===== config.mk =====
export PLATFORM = sky130hd
export DESIGN_NAME = fwd_scoreboard
export DESIGN_NICKNAME = d
export VERILOG_FILES = /design/src/rtl/pipe_pkg.sv /design/src/rtl/fwd_select.sv /design/src/rtl/fwd_scoreboard.sv
export SDC_FILE = /design/constraint.sdc
export NUM_CORES = 1
export LEC_CHECK = 0
export BUFFER_PORTS_ARGS = -buffer_cell sky130_fd_sc_hd__buf_2
export CORE_AREA = 2 2 136 125
export CTS_CLUSTER_SIZE = 20
export DETAILED_ROUTE_END_ITERATION = 10
export DIE_AREA = 0 0 138 127
export GPL_ROUTABILITY_DRIVEN = 0
export HOLD_SLACK_MARGIN = 0.1
export PLACE_DENSITY = 0.73
export SYNTH_ARGS = -nofsm -noshare
export SYNTH_HDL_FRONTEND = slang
export SYNTH_HIERARCHICAL = 1
export SYNTH_SLANG_ARGS = --single-unit

===== constraint.sdc =====
create_clock -name clk -period 2.7 [get_ports clk]
set_input_delay 0.405 -clock clk [delete_from_list [all_inputs] [get_ports clk]]
set_output_delay 0.405 -clock clk [all_outputs]
set_load 0.005 [all_outputs]

===== src/rtl/pipe_pkg.sv =====
// Shared forwarding encodings and the in-flight slot record.
package pipe_pkg;

    // fwd_sel encoding: 0 selects the register file, SEL_SLOT+k selects slot k
    localparam int unsigned SEL_RF     = 0;
    localparam int unsigned SEL_SLOT   = 1;

    // Slot field widths are fixed here; AW must not exceed SLOT_DST_W and
    // $clog2(DEPTH) must not exceed SLOT_CNT_W
    localparam int unsigned SLOT_DST_W = 8;
    localparam int unsigned SLOT_CNT_W = 4;

    typedef struct packed {
        logic                  valid;
        logic                  we;
        logic [SLOT_DST_W-1:0] dst;
        logic [SLOT_CNT_W-1:0] cnt;
    } slot_t;

    // Slot as it looks one stage further down: countdown saturates at zero
    function automatic slot_t slot_advance(input slot_t s);
        slot_t r;
        r = s;
        if (s.cnt != '0) begin
            r.cnt = s.cnt - 1'b1;
        end
        return r;
    endfunction

endpackage


===== src/rtl/fwd_select.sv =====
// Per-source hazard match, youngest-first priority and operand mux.
module fwd_select #(
    parameter int DW    = 32,
    parameter int AW    = 5,
    parameter int DEPTH = 3,
    parameter int SW    = $clog2(DEPTH+1)
) (
    input  logic [DEPTH-1:0]                     slot_valid,
    input  logic [DEPTH-1:0]                     slot_we,
    input  logic [DEPTH-1:0]                     slot_ready,
    input  logic [DEPTH*pipe_pkg::SLOT_DST_W-1:0] slot_dst,
    input  logic [AW-1:0]                        src_addr,
    input  logic [DW-1:0]                        src_rdata,
    input  logic [DEPTH*DW-1:0]                  stage_data,
    output logic [DW-1:0]                        operand,
    output logic [SW-1:0]                        fwd_sel,
    output logic                                 hazard
);
    import pipe_pkg::*;

    logic                  hit;
    logic [SLOT_DST_W-1:0] src_ext;

    assign src_ext = SLOT_DST_W'(src_addr);

    // First matching slot from slot 0 upward wins; register 0 never matches
    always_comb begin
        hit     = 1'b0;
        hazard  = 1'b0;
        fwd_sel = SW'(SEL_RF);
        operand = src_rdata;
        for (int unsigned k = 0; k < DEPTH; k++) begin
            if (!hit && slot_valid[k] && slot_we[k] && src_ext != '0 &&
                slot_dst[k*SLOT_DST_W +: SLOT_DST_W] == src_ext) begin
                hit = 1'b1;
                if (slot_ready[k]) begin
                    fwd_sel = SW'(SEL_SLOT + k);
                    operand = stage_data[k*DW +: DW];
                end else begin
                    hazard = 1'b1;
                end
            end
        end
    end

endmodule


===== src/rtl/fwd_scoreboard.sv =====
// In-flight destination tracker with operand forwarding and load-use stall.
module fwd_scoreboard #(
    parameter int DW    = 32,
    parameter int AW    = 5,
    parameter int NSRC  = 2,
    parameter int DEPTH = 3
) (
    input  logic                              clk,
    input  logic                              reset,
    input  logic                              issue_valid,
    input  logic                              issue_we,
    input  logic [AW-1:0]                     issue_dst,
    input  logic [$clog2(DEPTH)-1:0]          issue_lat,
    input  logic [NSRC*AW-1:0]                src_addr,
    input  logic [NSRC*DW-1:0]                src_rdata,
    input  logic [DEPTH*DW-1:0]               stage_data,
    input  logic                              flush,
    output logic [NSRC*DW-1:0]                operand,
    output logic [NSRC*$clog2(DEPTH+1)-1:0]   fwd_sel,
    output logic                              stall,
    output logic [31:0]                       stall_cnt
);
    import pipe_pkg::*;

    localparam int SW = $clog2(DEPTH+1);

    slot_t                         slots [DEPTH];
    logic [DEPTH-1:0]              slot_valid;
    logic [DEPTH-1:0]              slot_we;
    logic [DEPTH-1:0]              slot_ready;
    logic [DEPTH*SLOT_DST_W-1:0]   slot_dst;
    logic [NSRC-1:0]               hazard;
    logic                          accept;

    // Flatten slot records into the vectors consumed by each selector
    always_comb begin
        slot_valid = '0;
        slot_we    = '0;
        slot_ready = '0;
        slot_dst   = '0;
        for (int unsigned k = 0; k < DEPTH; k++) begin
            slot_valid[k]                        = slots[k].valid;
            slot_we[k]                           = slots[k].we;
            slot_ready[k]                        = (slots[k].cnt == '0);
            slot_dst[k*SLOT_DST_W +: SLOT_DST_W] = slots[k].dst;
        end
    end

    for (genvar n = 0; n < NSRC; n++) begin : g_src
        fwd_select #(
            .DW    (DW),
            .AW    (AW),
            .DEPTH (DEPTH),
            .SW    (SW)
        ) u_sel (
            .slot_valid (slot_valid),
            .slot_we    (slot_we),
            .slot_ready (slot_ready),
            .slot_dst   (slot_dst),
            .src_addr   (src_addr[n*AW +: AW]),
            .src_rdata  (src_rdata[n*DW +: DW]),
            .stage_data (stage_data),
            .operand    (operand[n*DW +: DW]),
            .fwd_sel    (fwd_sel[n*SW +: SW]),
            .hazard     (hazard[n])
        );
    end

    assign stall  = issue_valid & (|hazard) & ~reset;
    assign accept = issue_valid & ~stall & ~flush;

    // Slot pipeline: insert at slot 0 (or a bubble), shift down, retire the last
    always_ff @(posedge clk or posedge reset) begin
        if (reset) begin
            for (int unsigned k = 0; k < DEPTH; k++) begin
                slots[k] <= '0;
            end
        end else if (flush) begin
            for (int unsigned k = 0; k < DEPTH; k++) begin
                slots[k] <= '0;
            end
        end else begin
            if (accept) begin
                slots[0] <= '{valid: 1'b1, we: issue_we,
                              dst: SLOT_DST_W'(issue_dst),
                              cnt: SLOT_CNT_W'(issue_lat)};
            end else begin
                slots[0] <= '0;
            end
            for (int unsigned k = 1; k < DEPTH; k++) begin
                slots[k] <= slot_advance(slots[k-1]);
            end
        end
    end

    // Saturating count of refused issue cycles
    always_ff @(posedge clk or posedge reset) begin
        if (reset) begin
            stall_cnt <= '0;
        end else if (stall && stall_cnt != '1) begin
            stall_cnt <= stall_cnt + 32'd1;
        end
    end

endmodule


# Yosys cells after proc, flatten, opt, wreduce, memory -nomap -nowiden
# Cells that the tools add are included.
# word_totals
regBits	74
in_bits	182
out_inout_bits	101
wordCells	106
# classes
add_sub_neg	3
eq_ne	7
n_mux	42
bitwise	7
n_reduce_logical	34
# ops
cell	count
two-way mux 32 bit	12
equality test 8 x 5 -> 1 bit	6
two-way mux 42 bit	1
adder 32 x 1 -> 32 bit (second input constant)	1
!= test 32 bit (second input constant)	1
logical AND 1 bit	22
two-way mux 2 bit	10
two-way mux 1 bit	16
nonzero test 8 bit	2
two-way mux 14 bit	1
zero test 4 bit	3
two-way mux 4 bit	2
nonzero test 4 bit	2
subtractor 4 x 1 -> 4 bit (second input constant)	2
bitwise AND 1 bit	4
zero test 1 bit	4
inverter 1 bit	3
OR reduction 2 bit	1

# Depth between registers and ports, before layout
# Gate-level depths: netlist (run 1).
# logic_depth
word_depth	24
depth_mapped	11
depth_no_buf	11

# Cells and area by module
# Netlist (run 1), hierarchy kept.
# by_module_without_submodules
module	instances	cells_each	area_per_inst_um2	seq_area_each_um2
fwd_select	2	154	1845.5	0.0
fwd_scoreboard	1	223	2676.3	1551.5

# Worst setup path before layout (run 1)
# OpenSTA, ideal clock, no wires.
# synth_path
path_type	input port to flip-flop
from	input reset
to	register stall_cnt[30]
setup_time_ns	0.079
t_arrival_ns	2.849
t_required_ns	2.621
path_slack_ns	-0.228
cell_stages	6
path_buffers	0
cell_sequence	inv_1 > o211ai_4 > inv_1 > nand4b_2 > nor3_1 > xor2_1
# synth_between
elab_chain_len	3
# synth_rtl
element	line	text
start: declaration	fwd_scoreboard.sv:9	input logic reset,
inverter 1 bit	fwd_scoreboard.sv:69	assign stall = issue_valid & (|hazard) & ~reset;
bitwise AND 1 bit	fwd_scoreboard.sv:69	
via stall	fwd_scoreboard.sv:20	output logic stall,
logical AND 1 bit	fwd_scoreboard.sv:100	end else if (stall && stall_cnt != '1) begin
end signal: assignment	fwd_scoreboard.sv:101	stall_cnt <= stall_cnt + 32'd1;
end: declaration	fwd_scoreboard.sv:21	output logic [31:0] stall_cnt
# The timed path passes the listed nets, and every way through them passes these cells.
# A chain may end at the register's enable or synchronous reset.

# Final worst setup path (run 1)
# layout_path
from	register slots, in the netlist slot_dst[1]
to	output operand[12]
# layout_between
elab_chain_len	15
# layout_rtl
element	line	text
start: declaration	fwd_scoreboard.sv:27	slot_t slots [DEPTH];
start signal: indexed assignment	fwd_scoreboard.sv:91	slots[k] <= slot_advance(slots[k-1]);
equality test 8 x 5 -> 1 bit *	fwd_select.sv:34	slot_dst[k*SLOT_DST_W +: SLOT_DST_W] == src_ext) begin
logical AND 1 bit *	fwd_select.sv:33	if (!hit && slot_valid[k] && slot_we[k] && src_ext != '0 &&
two-way mux 1 bit	fwd_select.sv:33	
zero test 1 bit	fwd_select.sv:33	
logical AND 1 bit (4 in a row)	fwd_select.sv:33	
two-way mux 1 bit	fwd_select.sv:33	
zero test 1 bit	fwd_select.sv:33	
logical AND 1 bit (4 in a row)	fwd_select.sv:33	
two-way mux 32 bit *	fwd_select.sv:33	
end: declaration	fwd_scoreboard.sv:18	output logic [NSRC*DW-1:0] operand,
# Mark *: on every way between the ends. The rest lies on a longest branch, timed or not.

==> impl_metrics.py, run 1 <==
metrics = {
    "pwr": {
        "power.static_leakage_nw": 5.192,
        "p_switching_mw": 0.6449,
        "power.internal_mw": 2.032,
        "design_power_total_mw": 2.677,
        "comb_power_share": 0.252,
        "power_frac_seq": 0.358,
        "power.share.clock": 0.389,
        "vdd.ir_drop.worst_v": 0.0003288,
        "power_per_cell_area_nw_per_um2": 276.8,
        "power.share.switching": 0.2409,
    },
    "grt": {
        "groute.usage.overall": 0.2282,
        "grt_remaining_overflow": 0,
        "antenna_found_initial": 7,
        "first_global_vias": 5733,
        "grt_first_pass_wirelength_microns": 31410,
        "grt_max_degree": 63,
    },
    "worst_setup_path": {
        "critical_path.cell_chain": "xnor2_1 -> nand4b_1 -> buf_4 -> nor4_4 -> buf_12 -> buf_12 -> mux2_4 -> mux2_4 -> mux2_4 -> buf_6",
        "worst_path_most_repeated_cell": "mux2_4",
        "critPathTopFamily": "multiplexers",
        "path_buf_inv": 4,
        "endpoint_kind": "primary output",
        "r2r_slack_ps": -30,
        "critPathArrivalTime_ps": 2760,
        "criticalPathCategory": "reg2out",
        "critical-path-slowest-cell": "dfrtp_1",
        "critPathLaunchType": "flip-flop",
        "crit_path_max_incr_delay_ps": 420,
        "worst-endpoint-required_ps": 2300,
        "worstPathMaxFanout": 14,
    },
    "synthesis": {
        "postSynth.asyncResetShare": 1.000,
        "dominantRegCellSynth": "dfrtp_1",
        "synth.most_common_cell": "mux2_4",
        "post_synth_fa_ha_maj_area_fraction": 0.005895,
        "synth_area_sq_um": 6367,
        "ys_warn_count": 6,
        "yosys-mux-area-fraction": 0.4455,
        "ys_seq_elements": 62,
        "synth_top_family_by_area": "multiplexers",
        "synth-seq-area-share": 0.2437,
        "synth_largest_area_cell": "mux2_4",
        "synth_compound_area_frac": 0.02417,
        "synth_top_cells_by_count": "mux2_4, dfrtp_1, xnor2_1",
        "syn_area_per_cell_sq_um": 11.99,
        "ys_top_cells_by_area": "mux2_4, dfrtp_1, xnor2_1, mux2_2, xor2_1",
        "netlist-cell-type-count": 49,
        "synthesis.instances": 531,
        "synth-simple-area-share": 0.1655,
        "post_synth_xor_area_fraction": 0.08528,
        "synth_edf_count": 0,
        "netlist.area_leader.share": 0.4103,
    },
    "timing": {
        "setup_violations": 68,
        "fin_worst_skew_ps": 6.314,
        "min_period_over_period": 1.173,
        "slew_violations": 0,
        "rsz_0062_raised_after_global_routing": "yes",
        "timing.final.hold_violations": 0,
        "final.min_clock_period_ps": 3168,
        "worst_slew_margin_rel": 0.4790,
        "max_slew.worst_pin.slew_ps": 781.6,
        "final.hold.worst_slack_ps": 289.6,
        "post_layout_worst_setup_margin_ps": -468.1,
        "fmax_mhz": 315.6,
    },
    "floorplanning": {
        "die_height_microns": 127,
        "initial_utilization": 0.3988,
        "ios": 283,
        "core-area_sq_um": 15970,
        "fp-row-count": 44,
        "floorplan.die.width_microns": 138,
        "floorplan_die_area_sq_um": 17530,
    },
    "route": {
        "drtPass1Iterations": 4,
        "route.detailed.drc": 0,
        "route.detailed.vias_per_inst": 5.059,
        "detail_route.wl_per_cell_microns": 19.23,
        "vias": 5727,
        "detail_route.iter0.violations": 271,
        "wirelength_microns": 21770,
        "final_antenna_net_count": 0,
    },
    "place": {
        "dpl.cell_count": 1087,
        "placement.cell_area_sq_um": 8587,
        "detailedPlacementHpwl_microns": 16230,
        "io_buffers": 282,
    },
    "worst_hold_path": {
        "hold_path_class": "in2reg",
    },
    "layout": {
        "drive_above_1_share": 0.6616,
        "final_nets": 1097,
        "stdcell_area_sq_um": 9671,
        "finish.cell_count_without_fillers": 1132,
        "layout-area-overhead-vs-synth_pct": 51.88,
        "final_core_util": 0.6057,
    },
    "run_status": {
        "failed_checks": "negative setup slack",
        "outcome": "complete, but fails checks",
    },
    "clock_tree": {
        "clk_latency_ps": 320,
        "cts_buffers": 9,
        "clock_sinks": 62,
        "clock-root-buffer": "clkbuf_16",
        "clock_pin_slew_on_the_worst_setup_and_hold_paths_ps": 50,
        "tritoncts": "done",
        "clock_tree.buffer_depth": 2,
        "cts.htree.levels": 3,
    },
    "run": {
        "timing.max_cap.violations": 0,
    },
}
## cell type report
class                      count  area [sq um]
fill                        1255          6295
multi-input combinational    466          4870
timing repair buffer         367          2670
sequential                    62          1551
clock buffer                  14         264.0
tap                          207         259.0
inverter                       6         28.78
antenna                        9         22.52
clock inverter                 1         5.005
## repair_timing
item / CTS / global route
pin swaps: 8 / 9
endpoints found under the setup margin: 73 / 93
buffers inserted: 11 / 6
gates resized for setup: 55 / 45
hold buffers: 0 / 0
cloned: 5 / 3
## placed cells by master, fill, tap and decap left out, drive strengths merged, types with 2 or more instances in the layout
cell,instances
a21oi,2
and2,10
and3,7
and4,3
buf,364
clkbuf,16
conb,23
dfrtp,62
diode,9
ha,3
inv,5
mux2,193
nand2,32
nand2b,3
nand3,18
nand3b,2
nand4,16
nand4b,3
nor2,22
nor2b,18
nor3,12
nor3b,3
nor4,11
nor4bb,2
o21ai,2
o311a,2
o31a,2
or2,3
or4,4
xnor2,44
xor2,18
## per-stage QoR
| step | setup WS (ps) | TNS (ps) |
|---|---|---|
| floorplan | 65.91 | 0 |
| global placement | -303.1 | -22190 |
| global route | -587.0 | -36720 |
| CTS | -467.8 | -27410 |
| finish | -468.1 | -27810 |
| detailed placement | -327.9 | -23090 |
## sequential cells by signal, indices dropped and copies added, names as in the netlist
name / cells
stall_cnt: 32
slot_dst: 15
slots: 9
slot_valid: 3
slot_we: 3
## layer usage
| layer | track usage | vias to the layer above | part of all wire |
|---|---|---|---|
| li1 | - | 2680 | - |
| met4 | 0.08343 | 0 | 0.036 |
| met1 | 0.2608 | 2767 | 0.40 |
| met5 | 0 | - | 0 |
| met3 | 0.05472 | 52 | 0.058 |
| met2 | 0.4167 | 228 | 0.51 |
## path summary, 6_finish.rpt
kind	startpoint	to	cells past startpoint
worst min register to register	stall_cnt[22]	stall_cnt[22]	1
worst max register to register	slot_dst[10]	stall_cnt[3]	12
min in group asynchronous	reset	slot_dst[9]	3
worst min-delay path	issue_dst[0]	slot_dst[0]	2
worst max-delay path	slot_dst[1]	operand[12]	10
max in group asynchronous	reset	slot_dst[4]	3
## power groups by stage
| stage | Sequential, mW | Combinational (mW) | Clock, mW |
|---|---|---|---|
| 5_1_grt | 0.960 | 0.718 | 1.12 |
| 2_1_floorplan | 0.970 | 0.312 | 0 |
| 4_1_cts | 0.959 | 0.641 | 1.06 |
| 3_5_place_dp | 0.974 | 0.603 | 0 |
| 3_3_place_gp | 0.974 | 0.589 | 0 |
| 6_report | 0.959 | 0.675 | 1.04 |
## cells by family (layout without fill, tap and decap cells)
kind of cell,after synthesis,in the layout
muxes,194,194
AOI/OAI and AO/OA,11,12
and+or+nand+nor,172,172
DFF,62,62
other,1,32
adders and majority gates,3,3
buffers and inverters,26,388
xor gates and xnor gates,62,62
Note: power is estimated with default switching activity, not from simulation.
==> run 2: changes to the inputs <==
--- a/config.mk
+++ b/config.mk
@@ -5,14 +5,15 @@
 export SDC_FILE = /design/constraint.sdc
 export NUM_CORES = 1
 export LEC_CHECK = 0
+export ABC_AREA = 1
 export BUFFER_PORTS_ARGS = -buffer_cell sky130_fd_sc_hd__buf_2
-export CORE_AREA = 2 2 136 125
+export CORE_AREA = 2 2 151 138
 export CTS_CLUSTER_SIZE = 20
 export DETAILED_ROUTE_END_ITERATION = 10
-export DIE_AREA = 0 0 138 127
+export DIE_AREA = 0 0 153 140
 export GPL_ROUTABILITY_DRIVEN = 0
 export HOLD_SLACK_MARGIN = 0.1
-export PLACE_DENSITY = 0.73
+export PLACE_DENSITY = 0.7
 export SYNTH_ARGS = -nofsm -noshare
 export SYNTH_HDL_FRONTEND = slang
 export SYNTH_HIERARCHICAL = 1
==> impl_metrics.py, run 2 <==
metrics = {
    "worst_setup_path": {
        "crit_path_max_incr_delay_ps": 430,
        "critical-path-slowest-cell": "dfrtp_2",
        "worst_path_most_repeated_cell": "nand2_1",
        "critical_path.cell_chain": "inv_1 -> nand2_1 -> nand2_1 -> nor3_4 -> nand3_4 -> buf_12 -> nand3_4 -> buf_6 -> nand3_1 -> nand3_1 -> nand2_1 -> buf_2",
        "r2r_slack_ps": 260,
        "rr_worst_depth": 16,
        "reg2reg_to": "stall_cnt[24]",
        "worst-endpoint-required_ps": 2300,
        "worstPathMaxFanout": 8,
        "critPathArrivalTime_ps": 2210,
        "criticalPathCategory": "reg2out",
        "critPathLaunchType": "flip-flop",
        "endpoint_kind": "primary output",
        "r2r-start": "slot_dst[0]",
    },
    "floorplanning": {
        "die_height_microns": 140,
        "ios": 283,
        "initial_utilization": 0.3962,
        "floorplan.die.width_microns": 153,
        "core-area_sq_um": 19800,
        "floorplan_die_area_sq_um": 21420,
        "fp-row-count": 49,
    },
    "clock_tree": {
        "cts-hold-fix-buffers": 0,
        "clk_latency_ps": 330,
        "clock-root-buffer": "clkbuf_16",
        "cts_buffers": 9,
        "clock_sinks": 62,
        "clock_pin_slew_on_the_worst_setup_and_hold_paths_ps": 50,
        "clock_tree.buffer_depth": 2,
        "tritoncts": "done",
        "cts.htree.levels": 3,
    },
    "run_status": {
        "outcome": "completed",
    },
    "synthesis": {
        "synth_top_cells_by_count": "nand2_1, nand3_1, inv_1",
        "synthesis.instances": 1317,
        "syn_area_per_cell_sq_um": 5.958,
        "ys_top_cells_by_area": "dfrtp_1, nand2_1, nand3_1, nand4_1, mux2_2",
        "ys_seq_elements": 62,
        "netlist-cell-type-count": 34,
        "ys_warn_count": 6,
        "dominantRegCellSynth": "dfrtp_1",
        "synth_area_sq_um": 7846,
        "synth.most_common_cell": "nand2_1",
        "postSynth.asyncResetShare": 1.000,
        "synth_largest_area_cell": "dfrtp_1",
        "synth_edf_count": 0,
        "synth-seq-area-share": 0.1977,
        "netlist.area_leader.share": 0.1977,
    },
    "grt": {
        "first_global_vias": 9112,
        "antenna_found_initial": 5,
        "groute.usage.overall": 0.2729,
        "grt_remaining_overflow": 0,
        "grt_max_degree": 63,
        "grt_first_pass_wirelength_microns": 47910,
    },
    "layout": {
        "leading_cell_types_in_the_layout_fill_and_taps_excluded": "nand2_1, buf_2, nand3_1",
        "finish.cell_count_without_fillers": 1853,
        "layout-area-overhead-vs-synth_pct": 30.87,
        "drive_above_1_share": 0.2973,
        "final_common_cell": "nand2_1",
        "largest-register": "stall_cnt",
        "largest_register_ffs": 32,
        "final_nets": 1771,
    },
    "route": {
        "vias": 10160,
        "final_antenna_net_count": 0,
        "route.detailed.vias_per_inst": 5.483,
        "detail_route.wl_per_cell_microns": 17.01,
        "drtPass1Iterations": 5,
        "wirelength_microns": 31530,
        "detail_route.iter0.violations": 959,
        "route.detailed.drc": 0,
    },
    "pwr": {
        "vdd.ir_drop.worst_v": 0.0002964,
        "power.static_leakage_nw": 5.409,
        "design_power_total_mw": 2.976,
        "power_per_cell_area_nw_per_um2": 289.8,
    },
    "worst_hold_path": {
        "hold_path_startpoint": "issue_dst[0]",
        "hold_path_class": "in2reg",
        "whs_endpoint": "slot_dst[0]",
        "number_of_stages_on_the_worst_hold_path": 3,
    },
    "place": {
        "detailedPlacementHpwl_microns": 22410,
        "io_buffers": 282,
        "dpl.cell_count": 1816,
    },
    "timing": {
        "min_period_over_period": 0.9673,
        "setup_tns_ps": 0,
        "fmax_mhz": 382.9,
        "worst_slew_margin_rel": 0.4726,
        "fin_worst_skew_ps": 6.859,
        "setup_violations": 0,
        "timing.final.hold_violations": 0,
        "max_slew.worst_pin.slew_ps": 791.1,
        "slew_violations": 0,
        "final.min_clock_period_ps": 2612,
    },
    "run": {
        "timing.max_cap.violations": 0,
    },
}
[run 2: changes by cell type after synthesis, moves of 26 or more]
cell	change
nand4_1	+122
buf_2	+35
nor2_1	+80
clkbuf_1	+26
inv_1	+147
mux2_2	+47
nand3_1	+204
xnor2_1	-38
mux2_4	-174
nand2_1	+354
[run 2: cell families (layout without fill, tap and decap cells)]
| logic type | count (synthesis) | after routing | synth area share |
|---|---|---|---|
| flops | 62 | 62 | 0.1977 |
| xor+xnor | 13 | 13 | 0.01451 |
| other cells | 1 | 26 | 0.0004779 |
| mux | 64 | 64 | 0.09185 |
| buf+inv | 252 | 508 | 0.1341 |
| compound gates | 22 | 22 | 0.01499 |
| simple gates | 900 | 900 | 0.5415 |
| fa+ha+maj | 3 | 3 | 0.004784 |
[run 2: critical path: cells and delay by family (launching register included)]
family | cells | cell delay, ps
AND/OR/NAND/NOR | 8 | 920
flip-flops | 1 | 430
buffers and inverters | 4 | 510
[run 2: layer usage]
layer / global-route usage / up-vias / wire (microns)
met5: 0 / - / 9
met1: 0.3573 / 4620 / 12760
met2: 0.4482 / 548 / 14520
li1: - / 4884 / -
met3: 0.05415 / 106 / 2854
met4: 0.09942 / 2 / 1386
[run 2: worst max path at each step]
stage,from,endpoint,cells past startpoint
after floorplan,src_addr[8],stall_cnt[28],16
after global placement,src_addr[9],stall_cnt[24],15
after detailed placement,src_addr[9],stall_cnt[18],15
after CTS,slot_dst[4],operand[39],11
after global routing,slot_dst[12],operand[52],12
final,slot_dst[0],operand[25],12
[run 2: cell type report]
cell class                      instances  area (sq um)
Multi-Input combinational cell       1021          5426
Clock inverter                          7         98.84
Clock buffer                            9         225.2
Timing Repair Buffer                  327          2001
Fill cell                            2063          9534
Antenna cell                            7         17.52
Tap cell                              255         319.1
Sequential cell                        62          1559
Inverter                              165         621.8
[run 2: repair_timing]
item | 4_1_cts | 5_1_grt
setup endpoints to repair | 34 | 71
cloned | 0 | 6
buffers inserted | 0 | 8
pin swaps | 0 | 6
gates resized for setup | 4 | 29
[run 2: through the flow]
step	hold slack [ps]	instance area [sq um]	utilization	worst slack [ps]
finish	283.7	10270	0.5185	88.34
global placement	486.0	9593	0.4844	186.9
floorplan	430.3	7914	-	225.5
global route	283.9	10260	0.5182	-74.60
detailed placement	498.7	9593	0.4844	129.9
CTS	274.3	9931	0.5015	28.84
[run 2: report_power, final]
group / leakage, nW / internal (mW) / switching (mW) / total (mW)
Combinational: 4.41 / 0.324 / 0.443 / 0.767
Sequential: 0.842 / 0.945 / 0.0175 / 0.963
Clock: 0.156 / 0.810 / 0.436 / 1.25
Total: 5.41 / 2.08 / 0.896 / 2.98
==> run 3: changes to the inputs <==
--- a/config.mk
+++ b/config.mk
@@ -6,14 +6,14 @@
 export NUM_CORES = 1
 export LEC_CHECK = 0
 export ABC_AREA = 1
-export BUFFER_PORTS_ARGS = -buffer_cell sky130_fd_sc_hd__buf_2
-export CORE_AREA = 2 2 151 138
+export BUFFER_PORTS_ARGS = -buffer_cell sky130_fd_sc_hd__clkbuf_2
+export CORE_AREA = 2 2 174 159
 export CTS_CLUSTER_SIZE = 20
 export DETAILED_ROUTE_END_ITERATION = 10
-export DIE_AREA = 0 0 153 140
+export DIE_AREA = 0 0 176 161
 export GPL_ROUTABILITY_DRIVEN = 0
 export HOLD_SLACK_MARGIN = 0.1
-export PLACE_DENSITY = 0.7
+export PLACE_DENSITY = 0.55
 export SYNTH_ARGS = -nofsm -noshare
 export SYNTH_HDL_FRONTEND = slang
 export SYNTH_HIERARCHICAL = 1
==> impl_metrics.py, run 3 (synthesis gave the netlist of run 2 again) <==
metrics = {
    "run_status": {
        "outcome": "completed",
    },
    "clock_tree": {
        "cts.htree.levels": 3,
        "clock_sinks": 62,
        "clock-root-buffer": "clkbuf_16",
        "tritoncts": "done",
        "cts-hold-fix-buffers": 0,
        "cts_buffers": 9,
        "clock_tree.buffer_depth": 2,
        "clock_pin_slew_on_the_worst_setup_and_hold_paths_ps": 50,
        "clk_latency_ps": 330,
    },
    "place": {
        "dpl.cell_count": 1926,
        "placement.cell_area_sq_um": 9812,
        "dp_slack_ps": 41.28,
        "io_buffers": 282,
        "detailedPlacementHpwl_microns": 25200,
    },
    "worst_setup_path": {
        "critPathTopFamily": "simple AND/OR/NAND/NOR gates",
        "critical-path-slowest-cell": "dfrtp_2",
        "crit_path_max_incr_delay_ps": 470,
        "criticalPathCategory": "reg2out",
        "critPathArrivalTime_ps": 2250,
        "critical_path.cell_chain": "buf_4 -> nand2_1 -> nand3_2 -> nor2_4 -> nand3_4 -> buf_12 -> nand4_4 -> clkbuf_16 -> nand3_2 -> nand2_1 -> clkbuf_2",
        "worstPathMaxFanout": 8,
        "path_buf_inv": 4,
        "worst-endpoint-required_ps": 2300,
        "critPathLaunchType": "flip-flop",
        "endpoint_kind": "primary output",
    },
    "timing": {
        "min_period_over_period": 0.9843,
        "setup_tns_ps": 0,
        "final.hold.worst_slack_ps": 277.2,
        "rsz_0062_raised_after_global_routing": "yes",
        "fmax_mhz": 376.3,
        "max_slew.worst_pin.slew_ps": 822.8,
        "post_layout_worst_setup_margin_ps": 42.35,
        "slew_violations": 0,
        "worst_slew_margin_rel": 0.4514,
        "final.min_clock_period_ps": 2658,
        "timing.final.hold_violations": 0,
        "setup_violations": 0,
        "fin_worst_skew_ps": 5.339,
    },
    "layout": {
        "leading_cell_types_in_the_layout_fill_and_taps_excluded": "nand2_1, clkbuf_2, nand3_1",
        "largest-register": "stall_cnt",
        "n_antenna_cell": 0,
        "filler_cells": 2902,
        "final_common_cell": "nand2_1",
        "drive_above_1_share": 0.3399,
        "area_used_by_multi_input_combinational_logic_sq_um": 5677,
        "stdcell_area_sq_um": 10970,
        "seqCellArea_sq_um": 1559,
        "final_nets": 1796,
        "layout-area-overhead-vs-synth_pct": 39.75,
        "final_core_util": 0.4122,
        "finish.cell_count_without_fillers": 1969,
        "largest_register_ffs": 32,
    },
    "route": {
        "final_antenna_net_count": 0,
        "vias": 10140,
        "route.detailed.vias_per_inst": 5.147,
        "route.detailed.drc": 0,
        "wirelength_microns": 35780,
        "drtPass1Iterations": 8,
        "detail_route.iter0.violations": 904,
        "detail_route.wl_per_cell_microns": 18.17,
    },
    "floorplanning": {
        "floorplan_die_area_sq_um": 28340,
        "ios": 283,
        "die_height_microns": 161,
        "core-area_sq_um": 26600,
        "initial_utilization": 0.2950,
        "floorplan.die.width_microns": 176,
        "fp-row-count": 57,
    },
    "pwr": {
        "power_per_cell_area_nw_per_um2": 263.4,
        "design_power_total_mw": 2.888,
        "power.static_leakage_nw": 5.754,
        "vdd.ir_drop.worst_v": 0.0002852,
    },
    "grt": {
        "first_global_vias": 9320,
        "groute.usage.overall": 0.2269,
        "antenna_found_initial": 0,
        "grt_first_pass_wirelength_microns": 51230,
        "grt_remaining_overflow": 0,
        "grt_max_degree": 63,
    },
    "run": {
        "timing.max_cap.violations": 0,
    },
    "worst_hold_path": {
        "hold_path_class": "in2reg",
    },
}
## run 3: cell count changes in the layout (fill, tap and decap cells not counted), sizes merged
cell and delta:
clkbuf +285, buf -258, nand3 +1, bufinv -2
clkinvlp +1, clkinv -3, diode -7
## run 3: what timing repair did
| item | 4_1_cts | 5_1_grt |
|---|---|---|
| setup buffers | 0 | 16 |
| gates cloned | 0 | 13 |
| pin swaps | 0 | 27 |
| resized for setup | 7 | 107 |
| setup endpoints to repair | 66 | 68 |
## run 3: tightest hold or removal path: cells and delay by family
kind / cells / cell delay [ps]
buf+inv: 2 / 130
simple gates: 1 / 40
## run 3: layer usage
metal | up-vias | track usage | wire, microns
li1 | 4924 | - | -
met3 | 86 | 0.03296 | 2623
met5 | - | 0 | 0
met4 | 0 | 0.08753 | 1345
met1 | 4657 | 0.3036 | 15450
met2 | 468 | 0.3699 | 16360
## run 3: layout make-up
type	count	area share
multi-input cells	1022	0.5177
repair buffers	351	0.2178
flip-flops and latches	62	0.1422
inverters	165	0.05671
well taps	354	0.04039
clock buffers	12	0.02339
clock inverters	3	0.001826
## run 3: report_power, final
| part | total, mW | internal [mW] | switching (mW) | leakage, nW |
|---|---|---|---|---|
| Clock | 1.08 | 0.664 | 0.414 | 0.131 |
| Sequential | 0.963 | 0.946 | 0.0172 | 0.842 |
| Combinational | 0.848 | 0.373 | 0.475 | 4.78 |
## run 3: final timing paths
kind                       cells after the start             to         start  slack [ps]
min reg2reg                                    2     slot_we[2]    slot_we[1]         510
max reg2reg                                   15  stall_cnt[24]   slot_dst[0]         220
min                                            3    slot_dst[4]  issue_dst[4]         280
max                                           11    operand[34]   slot_dst[0]          40
max in group asynchronous                      3    slot_dst[0]         reset        1800
min in group asynchronous                      3   stall_cnt[2]         reset         310
